===== config.mk =====
export PLATFORM = sky130hd
export DESIGN_NAME = game_timer_bcd_flat
export DESIGN_NICKNAME = d
export VERILOG_FILES = /design/src/rtl/game_timer_bcd_pkg.sv /design/src/rtl/game_timer_bcd_if.sv /design/src/rtl/game_timer_bcd_digit.sv /design/src/rtl/game_timer_bcd.sv /design/src/flat_wrapper.sv
export SDC_FILE = /design/constraint.sdc
export NUM_CORES = 1
export LEC_CHECK = 0
export BUFFER_PORTS_ARGS = -buffer_cell sky130_fd_sc_hd__buf_2
export CORE_MARGIN = 5
export CORE_UTILIZATION = 35
export DETAILED_ROUTE_END_ITERATION = 6
export GPL_TIMING_DRIVEN = 0
export PLACE_DENSITY_LB_ADDON = 0.25
export SYNTH_ARGS = -nofsm -noshare
export SYNTH_HDL_FRONTEND = slang
export SYNTH_SLANG_ARGS = --single-unit

===== constraint.sdc =====
create_clock -name sys_clk -period 2.8 [get_ports sys_clk]
set_input_delay 0.56 -clock sys_clk [delete_from_list [all_inputs] [get_ports sys_clk]]
set_output_delay 0.56 -clock sys_clk [all_outputs]
set_load 0.01 [all_outputs]

===== src/rtl/game_timer_bcd_pkg.sv =====
// Shared encodings and constants for the BCD game timer.
// bcd_of_int turns an integer into a packed BCD vector at elaboration time.
package game_timer_pkg;

    typedef enum logic [1:0] {
        ST_IDLE  = 2'd0,
        ST_RUN   = 2'd1,
        ST_PAUSE = 2'd2,
        ST_DONE  = 2'd3
    } state_t;

    localparam logic [3:0] BCD_NINE   = 4'd9;
    localparam logic [3:0] BCD_ZERO   = 4'd0;
    localparam int         MAX_DIGITS = 6;

    function automatic logic [4*MAX_DIGITS-1:0] bcd_of_int(input int unsigned value,
                                                           input int unsigned digits);
        logic [4*MAX_DIGITS-1:0] res;
        int unsigned             v;
        res = '0;
        v   = value;
        for (int i = 0; i < MAX_DIGITS; i++) begin
            if (i < int'(digits)) begin
                res[4*i +: 4] = 4'(v % 32'd10);
                v             = v / 32'd10;
            end else begin
                res[4*i +: 4] = BCD_ZERO;
            end
        end
        return res;
    endfunction

endpackage


===== src/rtl/game_timer_bcd_if.sv =====
// Control/status bundle between the game FSM (master) and the timer (slave).
interface game_timer_bcd_if #(
    parameter int DIGITS = 3
);
    logic                  clr;
    logic                  load;
    logic [4*DIGITS-1:0]   load_bcd;
    logic                  mode_down;
    logic                  run;
    logic                  freeze;
    logic [4*DIGITS-1:0]   bcd_out;
    logic                  tick;
    logic                  done;
    logic                  expired;
    logic                  busy;

    modport master (
        output clr, load, load_bcd, mode_down, run, freeze,
        input  bcd_out, tick, done, expired, busy
    );

    modport slave (
        input  clr, load, load_bcd, mode_down, run, freeze,
        output bcd_out, tick, done, expired, busy
    );
endinterface


===== src/rtl/game_timer_bcd_digit.sv =====
// One BCD decade: counts up or down when enabled and carried into, or loads.
// carry_out is combinational so a full ripple settles within one cycle.
module bcd_digit
    import game_timer_pkg::*;
(
    input  logic       sys_clk,
    input  logic       sys_rst_n,
    input  logic       en,
    input  logic       dir,
    input  logic       carry_in,
    input  logic       load,
    input  logic [3:0] load_val,
    output logic [3:0] q,
    output logic       carry_out
);

    // Pass the carry/borrow on when this decade sits at its wrap point
    always_comb begin
        if (dir) begin
            carry_out = carry_in && (q == BCD_ZERO);
        end else begin
            carry_out = carry_in && (q == BCD_NINE);
        end
    end

    // Decade register
    always_ff @(posedge sys_clk or negedge sys_rst_n) begin
        if (!sys_rst_n) begin
            q <= BCD_ZERO;
        end else if (load) begin
            q <= load_val;
        end else if (en && carry_in) begin
            if (dir) begin
                q <= (q == BCD_ZERO) ? BCD_NINE : q - 4'd1;
            end else begin
                q <= (q == BCD_NINE) ? BCD_ZERO : q + 4'd1;
            end
        end
    end

endmodule


===== src/rtl/game_timer_bcd.sv =====
// N-digit BCD game timer: 1 s prescaler, up/down count, pause/freeze,
// preload, countdown expiry and sticky terminal flag.
module game_timer_bcd
    import game_timer_pkg::*;
#(
    parameter int TICK_DIV = 50_000_000,
    parameter int DIGITS   = 3,
    parameter int PRESET   = 0
) (
    input  logic               sys_clk,
    input  logic               sys_rst_n,
    game_timer_bcd_if.slave    bus
);

    localparam int          W          = 4 * DIGITS;
    localparam int          PW         = $clog2(TICK_DIV);
    localparam logic [PW-1:0] PRESC_LAST = PW'(TICK_DIV - 1);
    localparam logic [W-1:0]  PRESET_BCD = W'(bcd_of_int(PRESET, DIGITS));

    state_t          state_r, state_n;
    logic [PW-1:0]   presc_r, presc_n;
    logic            mode_r, mode_n;
    logic            done_r, done_n;
    logic            tick_r, tick_n;
    logic            expired_r, expired_n;
    logic            busy_r;

    logic            step_s;
    logic            dig_load_s;
    logic [W-1:0]    load_vec_s;
    logic [W-1:0]    clamp_s;
    logic [W-1:0]    value_s;
    logic [DIGITS:0] carry_s;
    logic            term_s;
    logic            upper_term_s;
    logic            near_last_s;

    // With carry_s[0] tied high the chain reports "all digits at terminal"
    assign carry_s[0] = 1'b1;
    assign term_s     = carry_s[DIGITS];

    for (genvar g = 0; g < DIGITS; g++) begin : g_digit
        bcd_digit u_digit (
            .sys_clk   (sys_clk),
            .sys_rst_n (sys_rst_n),
            .en        (step_s),
            .dir       (mode_r),
            .carry_in  (carry_s[g]),
            .load      (dig_load_s),
            .load_val  (load_vec_s[4*g +: 4]),
            .q         (value_s[4*g +: 4]),
            .carry_out (carry_s[g+1])
        );
    end

    // Clamp preload nibbles and detect "one step from terminal"
    always_comb begin
        clamp_s      = '0;
        upper_term_s = 1'b1;
        for (int k = 0; k < DIGITS; k++) begin
            if (bus.load_bcd[4*k +: 4] > BCD_NINE) begin
                clamp_s[4*k +: 4] = BCD_NINE;
            end else begin
                clamp_s[4*k +: 4] = bus.load_bcd[4*k +: 4];
            end
        end
        for (int k = 1; k < DIGITS; k++) begin
            if (value_s[4*k +: 4] != (mode_r ? BCD_ZERO : BCD_NINE)) begin
                upper_term_s = 1'b0;
            end else begin
                upper_term_s = upper_term_s;
            end
        end
        near_last_s = upper_term_s && (value_s[3:0] == (mode_r ? 4'd1 : 4'd8));
    end

    // Next-state, prescaler and flag logic; clr > load > freeze > run
    always_comb begin
        state_n    = state_r;
        presc_n    = presc_r;
        mode_n     = mode_r;
        done_n     = done_r;
        tick_n     = 1'b0;
        expired_n  = 1'b0;
        step_s     = 1'b0;
        dig_load_s = 1'b0;
        load_vec_s = clamp_s;
        if (bus.clr) begin
            dig_load_s = 1'b1;
            load_vec_s = bus.mode_down ? PRESET_BCD : '0;
            presc_n    = '0;
            done_n     = 1'b0;
            mode_n     = bus.mode_down;
            state_n    = ST_IDLE;
        end else if (bus.load) begin
            dig_load_s = 1'b1;
            presc_n    = '0;
            done_n     = 1'b0;
            mode_n     = bus.mode_down;
            state_n    = ST_IDLE;
        end else begin
            case (state_r)
                ST_IDLE: begin
                    presc_n = '0;
                    mode_n  = bus.mode_down;
                    if (bus.run && !bus.freeze && !done_r) begin
                        state_n = ST_RUN;
                    end else begin
                        state_n = ST_IDLE;
                    end
                end
                ST_RUN: begin
                    if (!bus.run || bus.freeze) begin
                        state_n = ST_PAUSE;
                    end else if (mode_r && term_s) begin
                        // Countdown started from zero: expire without stepping
                        state_n   = ST_DONE;
                        done_n    = 1'b1;
                        expired_n = 1'b1;
                    end else if (presc_r == PRESC_LAST) begin
                        presc_n = '0;
                        if (term_s) begin
                            state_n = ST_DONE;
                            done_n  = 1'b1;
                        end else begin
                            step_s = 1'b1;
                            tick_n = 1'b1;
                            if (near_last_s) begin
                                state_n   = ST_DONE;
                                done_n    = 1'b1;
                                expired_n = mode_r;
                            end else begin
                                state_n = ST_RUN;
                            end
                        end
                    end else begin
                        presc_n = presc_r + 1'b1;
                    end
                end
                ST_PAUSE: begin
                    if (bus.run && !bus.freeze) begin
                        state_n = ST_RUN;
                    end else begin
                        state_n = ST_PAUSE;
                    end
                end
                ST_DONE: begin
                    state_n = ST_DONE;
                end
                default: begin
                    state_n = ST_IDLE;
                end
            endcase
        end
    end

    // Control and flag registers
    always_ff @(posedge sys_clk or negedge sys_rst_n) begin
        if (!sys_rst_n) begin
            state_r   <= ST_IDLE;
            presc_r   <= '0;
            mode_r    <= 1'b0;
            done_r    <= 1'b0;
            tick_r    <= 1'b0;
            expired_r <= 1'b0;
            busy_r    <= 1'b0;
        end else begin
            state_r   <= state_n;
            presc_r   <= presc_n;
            mode_r    <= mode_n;
            done_r    <= done_n;
            tick_r    <= tick_n;
            expired_r <= expired_n;
            busy_r    <= (state_n == ST_RUN);
        end
    end

    assign bus.bcd_out = value_s;
    assign bus.tick    = tick_r;
    assign bus.done    = done_r;
    assign bus.expired = expired_r;
    assign bus.busy    = busy_r;

endmodule


===== src/flat_wrapper.sv =====
// flat-port wrapper written by rule: the top's interface ports become plain ports
module game_timer_bcd_flat import game_timer_pkg::*;
#(
    parameter int TICK_DIV = 50_000_000,
    parameter int DIGITS   = 3,
    parameter int PRESET   = 0
)
  (sys_clk, sys_rst_n, bus_clr, bus_load, bus_load_bcd, bus_mode_down, bus_run, bus_freeze, bus_bcd_out, bus_tick, bus_done, bus_expired, bus_busy);
  game_timer_bcd_if #(.DIGITS(DIGITS)) bus_i ();
  input  logic sys_clk;
  input  logic sys_rst_n;
  input wire logic [$bits(bus_i.clr)-1:0] bus_clr;
  input wire logic [$bits(bus_i.load)-1:0] bus_load;
  input wire logic [$bits(bus_i.load_bcd)-1:0] bus_load_bcd;
  input wire logic [$bits(bus_i.mode_down)-1:0] bus_mode_down;
  input wire logic [$bits(bus_i.run)-1:0] bus_run;
  input wire logic [$bits(bus_i.freeze)-1:0] bus_freeze;
  output wire logic [$bits(bus_i.bcd_out)-1:0] bus_bcd_out;
  output wire logic [$bits(bus_i.tick)-1:0] bus_tick;
  output wire logic [$bits(bus_i.done)-1:0] bus_done;
  output wire logic [$bits(bus_i.expired)-1:0] bus_expired;
  output wire logic [$bits(bus_i.busy)-1:0] bus_busy;
  assign bus_i.clr = bus_clr;
  assign bus_i.load = bus_load;
  assign bus_i.load_bcd = bus_load_bcd;
  assign bus_i.mode_down = bus_mode_down;
  assign bus_i.run = bus_run;
  assign bus_i.freeze = bus_freeze;
  assign bus_bcd_out = bus_i.bcd_out;
  assign bus_tick = bus_i.tick;
  assign bus_done = bus_i.done;
  assign bus_expired = bus_i.expired;
  assign bus_busy = bus_i.busy;
  game_timer_bcd #(.TICK_DIV(TICK_DIV), .DIGITS(DIGITS), .PRESET(PRESET)) u_core (.sys_clk(sys_clk), .sys_rst_n(sys_rst_n), .bus(bus_i));
endmodule

==> results by stage, run 1 <==
Critical path:
- Among all stages on the critical path, the largest delay is contributed by sky130_fd_sc_hd__dfrtp_1.
- The number of buffers and inverters on the critical path is 1.
- Along the worst path, the maximum fanout reaches 5.
- The critical path launch point type is a register.
- The critical path class is register to register.
- The peak per-stage delay on the critical path is 0.42 ns.
- For flop-to-flop paths, the worst setup slack is 0.27 ns.
- In this run the critical register-to-register path is launched from u_core.presc_r[0].
- The number of cells on the worst reg-to-reg path is 8.
- The worst path required time is 2.95 ns.
- The signal on the critical path passes through ha_1, nand3_1, or2_1, buf_6, nor4_4, o311ai_0, nand4b_1, o221ai_1.
- The cell family contributing the most delay on the critical path is simple AND/OR/NAND/NOR gates.
- STA puts the critical path data arrival time at around 2.7 ns.
- The critical register-to-register path endpoint is u_core.g_digit[0].u_digit.q[3].
- The endpoint type of the worst setup path is a register.

Clock tree:
- In this run, post-CTS repair resized a total of 0 instances.
- Buffers inserted to repair hold after CTS numbered 0.
- TritonCTS created 5 clock buffers.
- The CTS tree is built.
- For this design, the sink count on the clock tree is 45.
- The root cell of the clock tree is sky130_fd_sc_hd__clkbuf_8.
- The clock tree synthesis step divided the H-tree into 2 levels.
- The clock passes through at most 2 buffers.
- The clock-pin slew reported for the worst setup and hold paths after clock tree synthesis is approximately 0.1 ns.
- After clock tree synthesis, the setup repair step added 0 buffers.
- The clock latency reported for the late side of the worst-skew pair is roughly 0.31 ns.

Floorplan:
- The area of the placeable core is 9240 µm².
- The floorplan has 35 rows.
- The initial utilization of the core area, before any placement, comes to 35.78%.
- The overall die width is 107.2 µm.
- The floorplan step defined a die boundary enclosing between 10,000 and 15,000 µm².
- The floorplan step set the die height to 107.2 µm.
- Pin placement for this block handled 35 I/O pins.

Synthesis:
- Sorting the synthesized cells by area gives the leading types as sky130_fd_sc_hd__dfrtp_1 (34%), sky130_fd_sc_hd__o21ai_0 (5.1%), sky130_fd_sc_hd__nor2_1 (4.0%).
- Summed over all instances, the cell type with the most area after synthesis is sky130_fd_sc_hd__dfrtp_1.
- Sequential cells were found to cover 34.07% of the synthesized design area.
- The fraction of synthesized cell area taken by the top area cell type is 34.07%.
- The number of flip-flops and latches in the synthesized netlist is 45.
- The share of synthesized flip-flops with an asynchronous set or reset is 100.0%.
- The mean area per synthesized cell is 8.223 µm².
- The commonest cells after synthesis are sky130_fd_sc_hd__dfrtp_1 (45), sky130_fd_sc_hd__nor2_1 (35), sky130_fd_sc_hd__o21ai_0 (34).
- The most common cell in the netlist is sky130_fd_sc_hd__dfrtp_1.
- In the synthesized netlist the dominant register cell turns out to be sky130_fd_sc_hd__dfrtp_1.
- The number of instances in the synthesized netlist is 402.
- The number of different library cells used by synthesis comes to 65.
- The summed instance area of the synthesized netlist is roughly 3300 µm².
- The number of synthesis warnings is 0.
- Synthesis produced a netlist with a net count of 422.
- Yosys mapped a number of flops with a built-in enable equal to 0.

Global routing:
- The via count of the first global-routing pass is 2,962.
- The first global-routing pass estimated about 15 mm of wire.
- For this run the aggregate overflow at the end of global routing stands at 0.
- The initial antenna violation count is 0.
- The global-route usage over all layers is 16.26%.
- The largest net degree at the start of global routing is 46.

Pwr:
- VDD sags by at most 0.0001894 V.
- The power density over cell area is roughly 360 nW/µm².
- The total design power is 1.322 mW.
- The leakage power is 1.510 nW.

Finish:
- The post-layout net count is approximately 460.
- The count of placed standard cells in the final layout, fillers left out is 572.
- Counting the fill cells in the layout gives 958.
- After routing the design area is 3722 µm².
- The final antenna diode count is 0.
- The core utilization of the finished layout is 40.28%.
- The post-route netlist has 16.70% of its cells at a drive strength greater than 1.
- The area growth from synthesis to layout is 12.60%.

Timing:
- Across all hold checks on the routed design, the worst slack comes to 0.4309 ns.
- The number of max-slew violations in the final report was 0.
- For this run, the top clock speed supported by timing is 0.3954 GHz.
- The clock tree skew after final layout is 0.01028 ns.
- For the pin with the worst max-slew slack, the measured transition is 1.059 ns.
- Setup repair after global routing left no endpoint under its margin.
- In the post-route analysis, the smallest setup slack over all paths is roughly 0.27 ns.
- The worst slew margin relative to its limit is 29.42%.
- The part of the cycle the worst path needs is 90.33%.
- The total count of hold-check failures in the final report is 0.
- After layout, the minimum clock period comes to ~2.5 ns.
- After routing, the total negative slack on setup checks comes to 0 ns.
- The count of final setup violators is 0.

Placed design:
- Timing analysis after detailed placement gives a worst setup slack of 0.01779 ns.
- Buffers placed on the I/O ports in this run total 33.
- The HPWL after detailed placement is 6.568 mm.
- Counting tap cells, the placed design contains a total of 564 instances.
- The instance area at placement is 3632 µm².
- The last weighted congestion value of the routability-driven placer is slightly below 0.9.

Outcome:
- The flow ran to the end, and the final reports show no timing, DRC or antenna violations.

Run:
- The tool flagged a number of max-cap violations equal to 0.

Detailed routing:
- Signal routing reaches up to met4.
- Detailed routing placed a total of 3.937 mm of wire on met2.
- The count of TritonRoute iterations in the first routing pass is 4.
- The number of routed nets with antenna violations is 0.
- The mean number of vias per cell is about 5.5.
- The via count is 3,147.
- The detailed router finished its first iteration with 210 violations.
- For this run, design rule violations remaining after detail routing come to 0.
- After detailed routing, the wire length on met1 is 4.422 mm.
- The met3 wire length is 445 µm.
- Dividing the detail-routed wire length by the instance count gives 15.59 µm.
- The final layout contains routed wiring with a total length of around 8.9 mm.

Hold path:
- The tightest min-delay check is of the input pin to asynchronous set/reset pin type.
==> routing by layer <==
metal / up-vias / global-route usage [%]
met5: - / 0
met4: 0 / 4.018
met3: 10 / 3.251
met2: 77 / 24.40
met1: 1500 / 23.82
li1: 1560 / -
==> cells by family (layout without fill, tap and decap cells) <==
group	after synthesis	count (layout)	synth area share, %
compound gates	116	116	22.82
xor+xnor	7	7	1.855
fa+ha+maj	1	1	0.3784
buf+inv	54	95	8.327
flops	45	45	34.07
mux	6	6	1.855
simple gates	173	173	30.70
==> area by class of cell <==
type                    count  area, µm²  area share, %
multi-input cells         303       1904          51.16
repair buffers             33      165.2          4.437
clock inverters             3      21.27         0.5714
plain buffers              30      185.2          4.975
inverters                  24      90.09          2.420
well taps                 129      161.4          4.336
clock buffers               5      68.82          1.849
flip-flops and latches     45       1126          30.25
==> worst register-to-register path, stage by stage, from the launching register on <==
cell,delay [ns]
sky130_fd_sc_hd__dfrtp_1,0.42
sky130_fd_sc_hd__ha_1,0.23
sky130_fd_sc_hd__nand3_1,0.16
sky130_fd_sc_hd__or2_1,0.28
sky130_fd_sc_hd__buf_6,0.14
sky130_fd_sc_hd__nor4_4,0.40
sky130_fd_sc_hd__o311ai_0,0.41
sky130_fd_sc_hd__nand4b_1,0.21
sky130_fd_sc_hd__o221ai_1,0.12
==> flip-flops by register name (all words and copies together), names as in the netlist <==
signal                    flops
u_core.mode_r                 1
u_core.bus.busy               1
u_core.bus.tick               1
u_core.bus.done               1
u_core.bus.expired            1
u_core.state_r                2
u_core.g_digit.u_digit.q     12
u_core.presc_r               26
==> how the worst max path moves through the flow <==
stage                      start                              to  slack (ns)  cells past startpoint
4_1_cts        u_core.presc_r[0]              u_core.presc_r[11]        0.28                      9
6_report       u_core.presc_r[0]  u_core.g_digit[0].u_digit.q[3]        0.27                      8
2_1_floorplan           bus_load  u_core.g_digit[0].u_digit.q[2]        0.58                      8
3_5_place_dp             bus_clr              u_core.presc_r[11]        0.02                      9
3_3_place_gp             bus_clr               u_core.presc_r[8]        0.07                      9
5_1_grt        u_core.presc_r[0]               u_core.presc_r[4]        0.04                      9
==> power by group <==
part / internal, mW / switching [mW]
Combinational: 0.0794 / 0.133
Clock: 0.178 / 0.261
Sequential: 0.661 / 0.00902
==> layout by cell type (no fill, tap or decap), types with 4 or more instances in the layout <==
cell type,netlist,final
sky130_fd_sc_hd__nor3b_1,6,6
sky130_fd_sc_hd__nand3_1,15,15
sky130_fd_sc_hd__nor2_1,35,35
sky130_fd_sc_hd__dfrtp_1,45,45
sky130_fd_sc_hd__buf_2,7,40
sky130_fd_sc_hd__buf_6,7,7
sky130_fd_sc_hd__nor2b_1,4,4
sky130_fd_sc_hd__or3_1,17,17
sky130_fd_sc_hd__clkbuf_8,0,5
sky130_fd_sc_hd__o221ai_1,6,6
sky130_fd_sc_hd__nand2b_1,5,5
sky130_fd_sc_hd__xor2_1,4,4
sky130_fd_sc_hd__o41ai_1,8,8
sky130_fd_sc_hd__o21ai_1,10,10
sky130_fd_sc_hd__nand4_1,8,8
sky130_fd_sc_hd__nand2_1,28,28
sky130_fd_sc_hd__inv_1,24,24
sky130_fd_sc_hd__mux2i_1,5,5
sky130_fd_sc_hd__a21oi_1,25,25
sky130_fd_sc_hd__clkbuf_1,12,12
sky130_fd_sc_hd__o21ai_0,34,34
sky130_fd_sc_hd__a211oi_1,6,6
sky130_fd_sc_hd__nor3_1,18,18
sky130_fd_sc_hd__and3_1,7,7
Note: power is estimated with default switching activity, not from simulation.
==> run 2: changes to the inputs <==
- clock period: 2.8 -> 2.1 ns (I/O delays scaled with it)
==> results by stage, run 2 (synthesis gave the netlist of run 1 again) <==
Pwr:
- The internal power of the cells totals 1.245 mW.
- Power spread over the standard cell area amounts to 390.9 nW/µm².
- The sequential group share of total power is 50.3%.
- The combinational fraction of design power is 18.5%.
- In this run switching power makes up a little under a third of total power.
- The clock network accounts for ~31% of the total power.
- The leakage power is 1.990 nW.
- The total design power is 1.807 mW.
- Summed over all nets, the switching power comes to 0.5621 mW.
- IR analysis of the VDD net gives a maximum drop of 0.0002484 V.

Timing:
- After layout, the worst setup slack is -0.1136 ns.
- The worst slew margin relative to its limit is a little over a quarter.
- Based on the critical path, the design can be clocked at up to about 0.45 GHz.
- The slew of the pin with the lowest slew margin is approximately 1.1 ns.
- The number of max-slew violations in the final report is 0.
- Setup repair after global routing could not meet its margin everywhere.
- The total count of hold-check failures in the final report is 0.
- Setup violations remaining at the end of the flow were counted as 19.
- The smallest clock period supported by the final layout is computed as around 2.2 ns.
- The part of the cycle the worst path needs is 105.4%.
- The clock arrives with 0.01111 ns of skew.

Clock tree:
- The cell sitting at the root of the clock tree is a sky130_fd_sc_hd__clkbuf_8.
- Buffers inserted during clock tree synthesis total 5.
- The clock net in this run drives a total of 45 sinks.
- After clock tree synthesis, the clock-pin slew on the worst setup and hold paths is 0.10 ns.
- The deepest clock path buffer count is 2.
- TritonCTS built the clock tree.
- The maximum level of the CTS H-tree is 2.
- The clock latency reported for the late side of the worst-skew pair is 0.30 ns.

Floorplan:
- The initial core utilization is 35.78%.
- Pin placement for this block handled 35 I/O pins.
- The die is around 110 µm wide.
- The core region is 9240 µm².
- The floorplan die height is 107.2 µm.
- The full die area is roughly 11,000 µm².
- The floorplan has 35 rows.

Finish:
- The area growth from synthesis to layout is 39.86%.
- The number of filler cells placed in the layout is 835.
- In the layout the commonest cells are sky130_fd_sc_hd__buf_4 (37), sky130_fd_sc_hd__dfrtp_1 (37), sky130_fd_sc_hd__buf_2 (36), sky130_fd_sc_hd__nor2_1 (28), sky130_fd_sc_hd__nand2_1 (28).
- The final antenna diode count is 0.
- More flip-flops sit in one register than any other, and that register is u_core.presc_r.
- The final layout contains 501 nets.
- The flip-flop count of the largest register after layout is 26.
- For this run, the share of the core covered by cells in the final layout is 50.03%.
- The largest registers in the layout are u_core.presc_r (26), u_core.g_digit.u_digit.q (12), u_core.state_r (2).
- Cells with a size suffix above 1 make up 38.67% of the layout.

Critical path:
- The worst setup path is captured at a register.
- The worst-case register-to-register setup slack is -0.11 ns.
- The worst path required time is 2.34 ns.
- Counting both buffers and inverters, the worst setup path holds a total of 3.
- In this run the critical register-to-register path is captured at u_core.presc_r[23].
- The critical path's top delay family is simple AND/OR/NAND/NOR gates.
- The start of the worst register-to-register path is u_core.presc_r[0].
- The most frequent cell on the critical path is sky130_fd_sc_hd__or3_4.
- For the worst setup path, the data arrival time is 2.46 ns.
- The critical path goes through ha_4, nand3_4, or2_1, buf_6, nor4_4, buf_4, or3_4, buf_8, or3_4, o21ai_2.
- The critical path launch point type is a register.
- The largest fanout of any net on the critical path is 7.
- The critical path class is register to register.
- The largest individual stage delay along the critical path comes from the cell sky130_fd_sc_hd__dfrtp_2.
- The peak per-stage delay on the critical path is 0.45 ns.
- The number of cells on the worst reg-to-reg path is 10.

Placed design:
- The last weighted congestion value of the routability-driven placer is 0.8672.
- The HPWL after detailed placement is 6.615 mm.
- In this run the tool buffered the top-level ports with 33 buffer cells.

Detailed routing:
- The post-detailed-route wirelength per cell is roughly 17 µm.
- The number of routed nets with antenna violations is 0.
- For this run, the detailed router's first-pass iteration total came to 5.
- The number of remaining DRC errors is 0.
- After the first detailed-routing iteration, the DRC count stood at approximately 270.
- Summed over all layers, the routed wires come to 10.66 mm.
- The via count is around 3,500.
- After detailed routing, the number of vias per cell comes to 5.816.

Hold path:
- The tightest min-delay check is of the input pin to asynchronous set/reset pin type.

Run:
- Across the run, the number of max-cap violations was 0.

Global routing:
- Global routing used 17.19% of the available tracks across all layers.
- The initial antenna violation count is 0.
- The via count of the first global-routing pass is 3,270.
- The remaining global-route overflow is 0.
- Entering global routing, the biggest net connects 46 pins.
- The global-route wire length before repair is 16.13 mm.

Outcome:
- The checks that failed: setup timing.
- The flow ran to the end, but the final reports show violations.
-- run 2: what timing repair did --
action                     in CTS  in global routing
pin swaps                      20                 30
cloned                          4                  2
buffers inserted               23                 18
resized for setup              58                 76
hold buffers                    0                  0
setup endpoints to repair      42                 41
-- run 2: final cells by class --
class,instances,area [µm²],area share [%]
plain buffers,23,193.9,4.195
clock buffers,5,68.82,1.488
clock inverters,2,16.27,0.3518
inverters,24,90.09,1.949
multi-input cells,304,2376,51.39
flip-flops and latches,45,1136,24.57
well taps,129,161.4,3.491
repair buffers,78,580.6,12.56
-- run 2: layer usage --
layer / track usage [%] / wire length [µm] / up-vias
met5: 0 / 0 / -
met4: 4.749 / 169 / 0
met3: 2.890 / 731 / 18
met2: 27.48 / 5028 / 147
met1: 23.91 / 4728 / 1735
li1: - / - / 1648
-- run 2: metrics by stage --
| stage | area (µm²) | instances | setup slack [ns] | hold WS (ns) | setup TNS [ns] |
|---|---|---|---|---|---|
| 6_report | 4623 | 610 | -0.1136 | 0.3003 | -1.091 |
| 3_5_place_dp | 3645 | 564 | -0.4981 | 0.4956 | -13.64 |
| 4_1_cts | 4145 | 594 | -0.1675 | 0.3476 | -2.271 |
| 5_1_grt | 4623 | 610 | -0.1960 | 0.3625 | -3.500 |
| 2_1_floorplan | 3318 | 402 | 0.01142 | 0.1244 | 0 |
| 3_3_place_gp | 3645 | 564 | -0.4892 | 0.4833 | -13.64 |
-- run 2: worst register-to-register path: cells and delay by family (launching register included) --
kind,cells,cell delay [ns]
flops,1,0.45
simple gates,5,1.03
buf+inv,3,0.44
compound gates,1,0.06
fa+ha+maj,1,0.18
-- run 2: how the worst max path moves through the flow --
stage | end | start | slack [ns] | depth (start not counted)
after global placement | u_core.presc_r[8] | bus_clr | -0.49 | 9
after CTS | u_core.presc_r[17] | u_core.presc_r[0] | -0.17 | 11
after global routing | u_core.bus.busy | u_core.presc_r[8] | -0.20 | 8
final | u_core.presc_r[23] | u_core.presc_r[0] | -0.11 | 10
after detailed placement | u_core.presc_r[15] | bus_clr | -0.50 | 9
after floorplan | u_core.presc_r[15] | u_core.g_digit[1].u_digit.q[0] | 0.01 | 8
-- run 2: power by group through the flow --
stage / combinational [mW] / clock (mW) / sequential [mW]
2_1_floorplan: 0.180 / 0 / 0.917
3_3_place_gp: 0.280 / 0 / 0.911
3_5_place_dp: 0.284 / 0 / 0.912
4_1_cts: 0.304 / 0.580 / 0.897
5_1_grt: 0.365 / 0.610 / 0.913
6_report: 0.334 / 0.564 / 0.909
